<file path="config.mk">
export PLATFORM = sky130hd
export DESIGN_NAME = cla_sub_pipe
export DESIGN_NICKNAME = d
export VERILOG_FILES = /design/src/rtl/cla_sub_pipe.sv
export SDC_FILE = /design/constraint.sdc
export NUM_CORES = 1
export LEC_CHECK = 0
export ABC_AREA = 1
export CELL_PAD_IN_SITES_DETAIL_PLACEMENT = 1
export CELL_PAD_IN_SITES_GLOBAL_PLACEMENT = 1
export CORE_UTILIZATION = 39
export CTS_CLUSTER_DIAMETER = 40
export DETAILED_ROUTE_END_ITERATION = 6
export PLACE_DENSITY = 0.86
export SYNTH_ARGS = -nofsm -noshare
export SYNTH_HDL_FRONTEND = slang
export SYNTH_SLANG_ARGS = --single-unit
</file>
<file path="constraint.sdc">
create_clock -name clk -period 4.02 [get_ports clk]
set_input_delay 0.804 -clock clk [delete_from_list [all_inputs] [get_ports clk]]
set_output_delay 0.804 -clock clk [all_outputs]
set_load 0.03 [all_outputs]
</file>
<file path="src/rtl/cla_sub_pipe.sv">
// cla_sub_pipe: two-stage pipelined subtractor, diff = a - b - bin,
// computed as a + ~b + ~bin with 4-bit carry-lookahead groups.
// The low half of the operands resolves in stage 1 and the high half
// in stage 2. Both sides use valid/ready handshakes.
//
// Ports:
//   clk        rising-edge clock
//   rst        synchronous reset, active-high
//   in_valid   operands a, b, bin are valid
//   in_ready   block accepts operands this cycle (combinational)
//   a, b       minuend / subtrahend, WIDTH bits
//   bin        borrow-in
//   out_valid  result fields are valid
//   out_ready  consumer accepts the result
//   diff       a - b - bin modulo 2^WIDTH
//   bout       borrow-out (unsigned a < b + bin)
//   ovf        two's-complement overflow
//   zero       diff == 0
//
// WIDTH must be a multiple of 8 so each half is whole 4-bit groups.
module cla_sub_pipe #(
    parameter int WIDTH = 32
) (
    input  logic             clk,
    input  logic             rst,
    input  logic             in_valid,
    output logic             in_ready,
    input  logic [WIDTH-1:0] a,
    input  logic [WIDTH-1:0] b,
    input  logic             bin,
    output logic             out_valid,
    input  logic             out_ready,
    output logic [WIDTH-1:0] diff,
    output logic             bout,
    output logic             ovf,
    output logic             zero
);
    localparam int HALF = WIDTH / 2;
    localparam int NGRP = HALF / 4;

    typedef struct packed {
        logic [WIDTH-1:0] diff;
        logic             bout;
        logic             ovf;
        logic             zero;
    } res_t;

    // Half-width adder: per-group P/G, in-group lookahead carries and a
    // group-level lookahead chain. Returns {carry_out, sum}.
    function automatic logic [HALF:0] cla_add(input logic [HALF-1:0] x,
                                              input logic [HALF-1:0] y,
                                              input logic            cin);
        logic [HALF-1:0] p, gen, sum;
        logic [NGRP:0]   gc;
        logic [3:0]      gp, gg, c;
        p     = x ^ y;
        gen   = x & y;
        sum   = '0;
        gc    = '0;
        gc[0] = cin;
        for (int k = 0; k < NGRP; k++) begin
            gp   = p[4*k +: 4];
            gg   = gen[4*k +: 4];
            c[0] = gc[k];
            c[1] = gg[0] | (gp[0] & gc[k]);
            c[2] = gg[1] | (gp[1] & gg[0]) | (&gp[1:0] & gc[k]);
            c[3] = gg[2] | (gp[2] & gg[1]) | (&gp[2:1] & gg[0])
                 | (&gp[2:0] & gc[k]);
            // group generate | group propagate & carry-in
            gc[k+1] = gg[3] | (gp[3] & gg[2]) | (&gp[3:2] & gg[1])
                    | (&gp[3:1] & gg[0]) | (&gp & gc[k]);
            sum[4*k +: 4] = gp ^ c;
        end
        return {gc[NGRP], sum};
    endfunction

    // Stage 1 state
    logic            s1_valid_q, s1_valid_d;
    logic [HALF-1:0] lo_diff_q, lo_diff_d;
    logic            mid_carry_q, mid_carry_d;
    logic [HALF-1:0] a_hi_q, a_hi_d;
    logic [HALF-1:0] nb_hi_q, nb_hi_d;   // high half of ~b

    // Stage 2 state
    logic s2_valid_q, s2_valid_d;
    res_t res_q, res_d;

    logic [HALF:0] lo_sum, hi_sum;
    logic          s2_can_load, s1_can_load, in_xfer, s1_adv;

    assign s2_can_load = !s2_valid_q || out_ready;
    assign s1_can_load = !s1_valid_q || s2_can_load;
    assign in_ready    = s1_can_load;
    assign in_xfer     = in_valid && s1_can_load;
    assign s1_adv      = s1_valid_q && s2_can_load;

    assign lo_sum = cla_add(a[HALF-1:0], ~b[HALF-1:0], ~bin);
    assign hi_sum = cla_add(a_hi_q, nb_hi_q, mid_carry_q);

    always_comb begin
        s1_valid_d  = s1_valid_q;
        lo_diff_d   = lo_diff_q;
        mid_carry_d = mid_carry_q;
        a_hi_d      = a_hi_q;
        nb_hi_d     = nb_hi_q;
        s2_valid_d  = s2_valid_q;
        res_d       = res_q;

        if (in_xfer) begin
            s1_valid_d  = 1'b1;
            lo_diff_d   = lo_sum[HALF-1:0];
            mid_carry_d = lo_sum[HALF];
            a_hi_d      = a[WIDTH-1:HALF];
            nb_hi_d     = ~b[WIDTH-1:HALF];
        end else if (s1_adv) begin
            s1_valid_d = 1'b0;
        end

        if (s1_adv) begin
            s2_valid_d = 1'b1;
            res_d.diff = {hi_sum[HALF-1:0], lo_diff_q};
            res_d.bout = ~hi_sum[HALF];
            // a and ~b share a sign bit exactly when a and b differ in sign
            res_d.ovf  = (a_hi_q[HALF-1] == nb_hi_q[HALF-1]) &&
                         (hi_sum[HALF-1] != a_hi_q[HALF-1]);
            res_d.zero = ~|{hi_sum[HALF-1:0], lo_diff_q};
        end else if (s2_can_load) begin
            // consumed (or already empty) with nothing arriving
            s2_valid_d = 1'b0;
        end
    end

    always_ff @(posedge clk) begin
        if (rst) begin
            s1_valid_q  <= 1'b0;
            lo_diff_q   <= '0;
            mid_carry_q <= 1'b0;
            a_hi_q      <= '0;
            nb_hi_q     <= '0;
            s2_valid_q  <= 1'b0;
            res_q       <= '0;
        end else begin
            s1_valid_q  <= s1_valid_d;
            lo_diff_q   <= lo_diff_d;
            mid_carry_q <= mid_carry_d;
            a_hi_q      <= a_hi_d;
            nb_hi_q     <= nb_hi_d;
            s2_valid_q  <= s2_valid_d;
            res_q       <= res_d;
        end
    end

    assign out_valid = s2_valid_q;
    assign diff      = res_q.diff;
    assign bout      = res_q.bout;
    assign ovf       = res_q.ovf;
    assign zero      = res_q.zero;
endmodule
</file>
==> out/metrics.sh <==
OUTCOME='completed'
FF2FF_PATH_DEPTH=21
DETAILED_PLACE_HPWL_UM=9720
TRITONCTS='built'
DOMINANTREGCELLSYNTH='dfxtp_1'
GLOBALPLACE.CONGESTION=0.771
FINAL_CELL_AREA_UM2=6050
CTS_ROOT_BUF='clkbuf_16'
DETAIL_ROUTE.FIRST_PASS.ITERATIONS=4
CTS_SETUP_BUFFERS=0
ACHIEVABLE-FREQUENCY_GHz=0.308
NUM_VIAS=4345
SETUP.WORST_PATH.START_CLASS='input pin'
SLEW_VIOL_FINAL=0
POWER_DENSITY_nW_PER_UM2=384
SYNTH_FP_NETS=723
POSTSYNTHAREAPERCELL_UM2=7.48
COUNT_OF_UNIQUE_LIBRARY_CELLS_INSTANTIATED_BY_YOSYS=40
POST_DP_CELL_AREA_UM2=5770
VERTICAL_DIE_DIMENSION_UM=111
LAYOUT_COMMON_CELLS='105 x clkdlybuf4s50_1, 94 x nor2_1, 86 x dfxtp_1, 76 x nand2_1, 74 x inv_1'
SETUP.WORST_PATH.END_CLASS='flop'
WORST_SETUP_PATH_STARTPOINT='b[0]'
TIMING.CLOCK.SKEW_NS=0.00870
REG2REG_TO='zero'
SETUP_VIOL=0
WL_PER_CELL_UM=15.6
FINALCRITICALPERIOD_NS=3.24
CTS_RESIZED=0
LAYOUT.NETS=819
CTS_MAX_PATH_BUFFERS=2
DETAIL-ROUTE-ANTENNA-NETS=0
SETUP.WORST_PATH.END='lo_diff_q[13]'
CHIPWIDTH_UM=111
POSTSYNTHREGISTERBITS=86
SYNTH_TOP_AREA_SHARE_PCT=37.5
TOTAL_DETAILED_ROUTING_WIRELENGTH_UM=13400
TIMING.MAX_SLEW.REL_SLACK_PCT=47.2
HOLD_PATH.CLASS='flop to flop'
ROUTE.DETAILED.DRC=0
DIE_AREA_UM2=12200
MIN-DELAY-START='diff[17]'
WORST_PIN_SLEW_NS=0.772
YOSYS_WARNINGS=0
CLKSLEWWORSTSETUPHOLDPATHS_NS=0.07
RSZ0062_AT_GRT='false'
WORST_SKEW_PAIR_LATENCY_NS=0.34
FIRST_GLOBAL_VIAS=4772
FINAL_LAYOUT_SIZE_SUFFIX_GT1_SHARE_PCT=6.85
DETAIL_ROUTE.VIAS_PER_CELL=5.06
GRT_MAX_DEGREE=71
POST-ROUTE-UTIL_PCT=52.7
WORST_EP_ARRIVAL_TIME_NS=3.46
TIMING_WORST_SETUP_PATH_TYPE='input pin to flop'
CORE_UM2=11500
GRT.TOTAL_USAGE_PCT=22.7
ASYNCSETRESETFLOPFRACSYNTH_PCT=0
TRITONCTS.NUM_BUFFERS=9
IOPINCOUNT=106
INITIAL_UTILIZATION_PCT=40.1
IRDROPWORSTVDD_V=0.000247
CTS_SINK_CNT=86
R2R_SLACK_NS=0.88
HTREE_NUM_LEVELS=3
CORE.ROWCOUNT=39
ANTENNA_CELLS_INSERTED=0
CAP_VIOLATIONS=0
GRT_OVERFLOW=0
SYNTH_TOP_CELL_BY_AREA='dfxtp_1'
FINAL_COMMON_CELL='clkdlybuf4s50_1'
CRITICAL_PATH_REQUIRED_NS=4.23
YOSYSSEQAREASHARE_PCT=37.5
CTS_HOLD_BUFFERS=0
DETAIL_ROUTE.ITER0.VIOLATIONS=168
TOTAL_LEAKAGE_POWER_nW=2.79
PORT_BUFFERS=105
CRITPATHMAXFANOUT=4
SYNTH_INSTANCES=614
SYN_AREA_UM2=4590
MIN_PERIOD_OVER_PERIOD_PCT=80.7
POST_SYNTH_MAIN_AREA_CONTRIBUTORS='dfxtp_1 37%, ha_1 8.7%, nor2_1 7.7%'
WORST_SLACK_NS=0.776
PLACE_WS_NS=0.480
WIRE_LENGTH_OF_THE_FIRST_GLOBAL_ROUTING_PASS_UM=22600
DESIGN_POWER_TOTAL_mW=2.32
SYN2LAYOUT_AREA_GROWTH_PCT=31.6
TOTALNEGATIVESETUPSLACK_NS=0
REPORT.FINAL.HOLD_VIOL_COUNT=0
SYNTH_EDF_COUNT=0
GRT_ANTENNA_BEFORE_REPAIR=0
TIMING.RR.START='nb_hi_q[3]'
cell families after synthesis:
logic type / Yosys count / synth area share (%)
AO/OA/AOI/OAI: 147 / 17.3
AND/OR/NAND/NOR: 226 / 22.0
buffers and inverters: 106 / 9.34
adder cells (fa/ha/maj): 40 / 12.2
XOR/XNOR: 9 / 1.72
flip-flops: 86 / 37.5
sequential cells by signal, summed over array words and instances (netlist names):
signal / flops
diff: 32
a_hi_q: 16
lo_diff_q: 16
nb_hi_q: 16
bout: 1
mid_carry_q: 1
out_valid: 1
ovf: 1
s1_valid_q: 1
zero: 1
where the power goes:
| group | total, mW | switching (mW) | internal (mW) |
|---|---|---|---|
| Clock | 0.790 | 0.364 | 0.426 |
| Combinational | 0.565 | 0.322 | 0.242 |
| Sequential | 0.964 | 0.0445 | 0.919 |
worst min-delay path by stage:
stage                     cells past startpoint        to  slack (ns)
after global placement                        2  diff[17]        0.45
after detailed placement                      2  diff[17]        0.47
after floorplan                               2   diff[9]        0.44
final                                         2  diff[17]        0.48
after CTS                                     2  diff[17]        0.48
after global routing                          2  diff[17]        0.49
synthesized netlist by cell type (3+ instances only):
library cell  number
ha_1              32
nand3_1           23
nand2_4            5
inv_1             75
a31oi_1            3
a21oi_1           55
nor2_1            94
xnor2_1            6
fa_1               8
nand2_2           10
clkbuf_1          22
inv_2              3
xor2_1             3
nand2_1           76
o211ai_1           8
o21ai_0           69
dfxtp_1           86
nand3b_1           5
worst max-delay path, cell delays in order:
cell	delay (ns)
clkdlybuf4s50_1	0.50
inv_1	0.06
ha_1	0.27
inv_1	0.03
o21ai_0	0.17
and2_1	0.21
nand3_1	0.08
nand2_1	0.13
nand2_1	0.08
nand2_2	0.10
nand2_2	0.06
nand2_2	0.08
inv_1	0.07
fa_1	0.38
xnor2_1	0.13
o21ai_0	0.21
a21oi_1	0.08
per-stage QoR:
step,hold slack [ns],std cells
final,0.477,858
after global routing,0.489,858
after CTS,0.481,858
after detailed placement,0.471,842
after global placement,0.452,842
after floorplan,0.444,614
routing by layer:
layer  GRT usage, %  up-vias  wire (um)  share of wire, %
met3           4.39       12        469               3.5
met4           6.31        0        161               1.2
met2           41.9       75       6890                52
met5              0        -          0                 0
li1               -     2188          -                 -
met1           26.4     2070       5830                44
area by class of cell:
class | instances | area [um^2]
fillers | 1449 | 5420
multi-input cells | 422 | 2440
flip-flops and latches | 86 | 1720
repair buffers | 111 | 1120
inverters | 80 | 300
clock buffers | 9 | 225
well taps | 143 | 179
clock inverters | 7 | 55.1
(Power assumes the default switching activity.)
